--- src/rtl/afifo_wctrl_ps.sv ---
// Write-side controller of an asynchronous FIFO: read-pointer synchroniser, write
// pointer and full/almost-full generation, occupancy statistics and overflow tracking.
module afifo_wctrl_ps #(
  parameter int AW      = 4,
  parameter int SYNC    = 2,
  parameter int AF_HYST = 2,
  parameter int CW      = 8
) (
  input  logic          wclk,
  input  logic          wrst_n,
  input  logic          wsrst,
  input  logic          winc,
  input  logic [AW:0]   r2w_gptr_a,
  input  logic [AW:0]   afull_thr,
  input  logic          werr_clr,
  input  logic          stat_clr,
  output logic          ram_wen,
  output logic [AW-1:0] ram_waddr,
  output logic [AW:0]   wgptr,
  output logic          wfull,
  output logic          awfull,
  output logic [AW:0]   wlevel,
  output logic [AW:0]   wpeak,
  output logic          werr,
  output logic [CW-1:0] ovf_cnt
);

  localparam logic [AW:0]   DEPTH = {1'b1, {AW{1'b0}}};
  localparam logic [AW+1:0] HYST  = (AW+2)'(AF_HYST);

  logic [AW:0]   sync_q [SYNC];
  logic [AW:0]   r2w_bptr;
  logic [AW:0]   wbptr;
  logic [AW:0]   wbptr_next;
  logic [AW:0]   lvl_next;
  logic [AW:0]   peak_next;
  logic [AW+1:0] af_rel;
  logic          overflow;
  logic          awfull_next;
  logic          werr_next;
  logic [CW-1:0] ovf_next;

  function automatic logic [AW:0] gray2bin(input logic [AW:0] g);
    logic [AW:0] b;
    b = g;
    for (int i = 1; i <= AW; i++) b = b ^ (g >> i);
    return b;
  endfunction

  function automatic logic [AW:0] bin2gray(input logic [AW:0] b);
    return b ^ (b >> 1);
  endfunction

  // Synchroniser is only cleared by the hard reset; the read side soft-resets alongside us.
  always_ff @(posedge wclk or negedge wrst_n) begin
    if (!wrst_n) begin
      for (int i = 0; i < SYNC; i++) sync_q[i] <= '0;
    end else begin
      sync_q[0] <= r2w_gptr_a;
      for (int i = 1; i < SYNC; i++) sync_q[i] <= sync_q[i-1];
    end
  end

  assign r2w_bptr   = gray2bin(sync_q[SYNC-1]);
  assign ram_wen    = winc & ~wfull & ~wsrst;
  assign overflow   = winc & wfull & ~wsrst;
  assign wbptr_next = wbptr + {{AW{1'b0}}, ram_wen};
  assign lvl_next   = wbptr_next - r2w_bptr;
  assign ram_waddr  = wbptr[AW-1:0];
  assign af_rel     = ({1'b0, afull_thr} > HYST) ? ({1'b0, afull_thr} - HYST) : '0;

  // Threshold 0 pins awfull high, a threshold beyond the depth pins it low.
  always_comb begin
    awfull_next = awfull;
    if (afull_thr == '0)
      awfull_next = 1'b1;
    else if (afull_thr > DEPTH)
      awfull_next = 1'b0;
    else if (lvl_next >= afull_thr)
      awfull_next = 1'b1;
    else if ({1'b0, lvl_next} < af_rel)
      awfull_next = 1'b0;
  end

  always_comb begin
    peak_next = (lvl_next > wpeak) ? lvl_next : wpeak;
    if (stat_clr) peak_next = lvl_next;
    werr_next = werr;
    if (overflow)
      werr_next = 1'b1;
    else if (werr_clr)
      werr_next = 1'b0;
    ovf_next = ovf_cnt;
    if (stat_clr)
      ovf_next = '0;
    else if (overflow && (ovf_cnt != {CW{1'b1}}))
      ovf_next = ovf_cnt + CW'(1);
  end

  always_ff @(posedge wclk or negedge wrst_n) begin
    if (!wrst_n) begin
      wbptr   <= '0;
      wgptr   <= '0;
      wlevel  <= '0;
      wpeak   <= '0;
      wfull   <= 1'b0;
      awfull  <= 1'b0;
      werr    <= 1'b0;
      ovf_cnt <= '0;
    end else if (wsrst) begin
      wbptr   <= '0;
      wgptr   <= '0;
      wlevel  <= '0;
      wpeak   <= '0;
      wfull   <= 1'b0;
      awfull  <= 1'b0;
      werr    <= 1'b0;
      ovf_cnt <= '0;
    end else begin
      wbptr   <= wbptr_next;
      wgptr   <= bin2gray(wbptr_next);
      wlevel  <= lvl_next;
      wpeak   <= peak_next;
      wfull   <= (lvl_next == DEPTH);
      awfull  <= awfull_next;
      werr    <= werr_next;
      ovf_cnt <= ovf_next;
    end
  end

endmodule

--- config.mk ---
export PLATFORM = sky130hd
export DESIGN_NAME = afifo_wctrl_ps
export DESIGN_NICKNAME = d
export VERILOG_FILES = /design/src/rtl/afifo_wctrl_ps.sv
export SDC_FILE = /design/constraint.sdc
export NUM_CORES = 1
export LEC_CHECK = 0
export ABC_AREA = 1
export CAP_MARGIN = 10
export CORE_AREA = 4 4 71 100
export CTS_BUF_LIST = sky130_fd_sc_hd__clkbuf_4 sky130_fd_sc_hd__clkbuf_8 sky130_fd_sc_hd__clkbuf_16
export DETAILED_ROUTE_END_ITERATION = 8
export DIE_AREA = 0 0 75 104
export DONT_BUFFER_PORTS = 1
export GPL_TIMING_DRIVEN = 1
export PLACE_DENSITY_LB_ADDON = 0.05
export SKIP_CTS_REPAIR_TIMING = 1
export SYNTH_ARGS = -nofsm -noshare
export SYNTH_HDL_FRONTEND = slang
export SYNTH_SLANG_ARGS = --single-unit
--- constraint.sdc ---
create_clock -name wclk -period 6 [get_ports wclk]
set_input_delay 0 -clock wclk [delete_from_list [all_inputs] [get_ports wclk]]
set_output_delay 0 -clock wclk [all_outputs]
set_load 0.01 [all_outputs]
==> impl_metrics.json <==
{
  "status": "finished with violations",
  "violations": "hold timing",
  "place_area_um2": 2490,
  "die-area_um2": 7800,
  "grt_pass1_wl_um": 8890,
  "final_nets": 341,
  "pre_cts_ws_ns": 2.04,
  "antenna_cells": 0,
  "grt_antenna_before_repair": 0,
  "remaining_drc_errors": 0,
  "wire_per_inst_um": 14.5,
  "vias_per_cell": 4.90,
  "wl_um": 5420,
  "synth_area_leaders": "dfrtp_1 41%, ha_1 12%, nand2_1 9.9%",
  "yosysWarningCount": 0,
  "path_max_fanout": 7,
  "final_antenna_net_count": 0,
  "htree_num_levels": 2,
  "synthXorXnorAreaFrac_pct": 4.24,
  "top_usage_layer": "met2",
  "r2r-start": "wfull$_DFF_PN0_",
  "met2_usage_pct": 25.0,
  "total_power_uw": 735,
  "synth_compound_area_share_pct": 6.71,
  "path_clk_slew_ns": 0.09,
  "instances_no_fill": 374,
  "grtUsageTotal_pct": 14.8,
  "first_global_vias": 1827,
  "cts_tree": "built",
  "muxShareOfSynthArea_pct": 0,
  "ys.flop_type": "dfrtp_1",
  "dr.first_iter.drc_count": 75,
  "powerDensity_nw_per_um2": 270,
  "cts_buffer_depth": 2,
  "synth_top_cell_by_area": "dfrtp_1",
  "final_hold_viol_count": 1,
  "fin_util_pct": 44.2,
  "grtUsageMet3_pct": 3.97,
  "finClkSkew_ns": 0.00563,
  "cts_buffers": 5,
  "synth_nets": 325,
  "critPathRequiredTime_ns": 6.24,
  "min_from": "afull_thr[4]",
  "worstSetupEndpointType": "register",
  "grt_max_degree": 41,
  "firstDrtPassIters": 4,
  "p_leak_nw": 1.40,
  "ys_async_sr_fraction_pct": 100,
  "yosys.area_share.adder_pct": 12.7,
  "post-route-min-period_ns": 3.91,
  "synth_top_family_by_area": "simple AND/OR/NAND/NOR gates",
  "rows": 34,
  "drive_gt1_share_pct": 11.3,
  "final_cell_mix": "64 x nand2_1, 40 x inv_1, 40 x dfrtp_1",
  "clock_latency_ns": 0.29,
  "cp-startpoint": "wfull$_DFF_PN0_",
  "io_buffer_count": 0,
  "relSlewSlack_pct": 36.0,
  "crit_type": "register to register",
  "clock-sinks": 40,
  "peakVddDrop_v": 0.000140,
  "synth_edf_count": 0,
  "synth_seq_cells": 40,
  "maxCapViolations": 0,
  "rsz0062_at_grt": "no",
  "post-dp-hpwl_um": 4070,
  "syn_inst": 285,
  "finalCritPeriodShare_pct": 65.2,
  "root_buffer": "clkbuf_8",
  "die_w_um": 75,
  "synth_cell_types": 35,
  "gr-usage-met1_pct": 17.5,
  "core_um2": 6170,
  "setup_violations": 0,
  "initial_utilization_pct": 39.3,
  "crit_arrival_ns": 4.15,
  "fin_tns_setup_ns": 0,
  "synth_top_cell_area_share_pct": 41.3,
  "start_kind": "register",
  "slew_violations": 0,
  "vias": 1831,
  "synth_seq_area_share_pct": 41.3,
  "grt_overflow": 0,
  "hold_class": "input pin to register",
  "yosys.area_share.simple_pct": 26.9,
  "io_pins": 47,
  "place_inst": 354,
  "fin_ws_ns": 2.09,
  "layout_commonest_cell": "nand2_1",
  "die_y_um": 104,
  "fin_area_um2": 2720,
  "synth.avg_cell_area_um2": 8.50,
  "holdWs_ns": -0.0145,
  "fmax_mhz": 256,
  "worst_slew_pin_slew_ns": 0.957,
  "synth_area_um2": 2420,
  "gp_congestion": 0.798,
  "syn_to_final_growth_pct": 12.4
}
-- logic make-up (layout without fill, tap and decap cells) --
| family | after synthesis | after routing |
|---|---|---|
| AO/OA/AOI/OAI | 26 | 26 |
| XOR/XNOR | 10 | 10 |
| adder cells (fa/ha/maj) | 24 | 24 |
| flip-flops | 40 | 40 |
| AND/OR/NAND/NOR | 136 | 136 |
| buffers and inverters | 49 | 66 |
-- metal layers --
metal | vias to the layer above | share of wire [%]
li1 | 942 | -
met1 | 843 | 42
met2 | 37 | 50
met3 | 9 | 5.0
met4 | 0 | 2.3
met5 | - | 0
-- worst max-delay path, cell delays in order (launching register included) --
cell and delay, ns:
dfrtp_1 0.49, nor3b_1 0.54, ha_1 0.30, ha_1 0.24, xor2_1 0.30, ha_1 0.34
a21oi_1 0.16, nand2_1 0.08, xor2_1 0.20, inv_1 0.13, ha_1 0.29, nand2_1 0.06
nor2_1 0.13, nand2_1 0.07, nand3_1 0.07, nand2_1 0.10, nand2_1 0.19, nand3_1 0.10
nand2_1 0.07
-- where the power goes --
part | switching [mW] | internal, mW | total (mW)
logic | 0.133 | 0.0829 | 0.215
registers | 0.0270 | 0.293 | 0.320
clock network | 0.105 | 0.0933 | 0.199
total | 0.265 | 0.470 | 0.735
-- worst paths after layout --
kind	end	slack, ns	cells after the start
min reg2reg	sync_q[2]$_DFF_PN0_	0.35	0
min	awfull$_DFFE_PN0P_	-0.01	5
max	wpeak[4]$_DFFE_PN0P_	2.09	18
min in group asynchronous	wgptr[2]$_DFF_PN0_	0.18	2
max reg2reg	wpeak[4]$_DFFE_PN0P_	2.09	18
max in group asynchronous	werr$_DFFE_PN0P_	5.60	2
-- cell usage after synthesis (2+ instances only) --
library cell  count
xnor2_2           2
nand3_1          24
nor2_1           23
o21ai_1           3
nand3_2           3
inv_1            40
a21oi_1          10
nor3b_1           2
and3_1            3
inv_2             5
nand4_1           5
dfrtp_1          40
nor2_2            2
xnor2_1           3
o21ai_2           5
ha_1             23
o21ai_0           4
xor2_1            5
nand2_1          64
nand2_2           4
-- final cells by class --
| class | instances | area, um^2 |
|---|---|---|
| clock buffers | 6 | 82.6 |
| clock inverters | 2 | 15.0 |
| fillers | 609 | 3440 |
| inverters | 46 | 173 |
| multi-input cells | 196 | 1220 |
| flip-flops and latches | 40 | 1000 |
| well taps | 72 | 90.1 |
| repair buffers | 12 | 138 |
-- state kept, by name (all words and copies together), names as in the netlist --
| name | flops |
|---|---|
| wgptr | 4 |
| wbptr | 5 |
| wlevel | 5 |
| werr | 1 |
| wfull | 1 |
| awfull | 1 |
| ovf_cnt | 8 |
| sync_q | 10 |
| wpeak | 5 |
No activity file was read; power rests on OpenSTA's default activity.
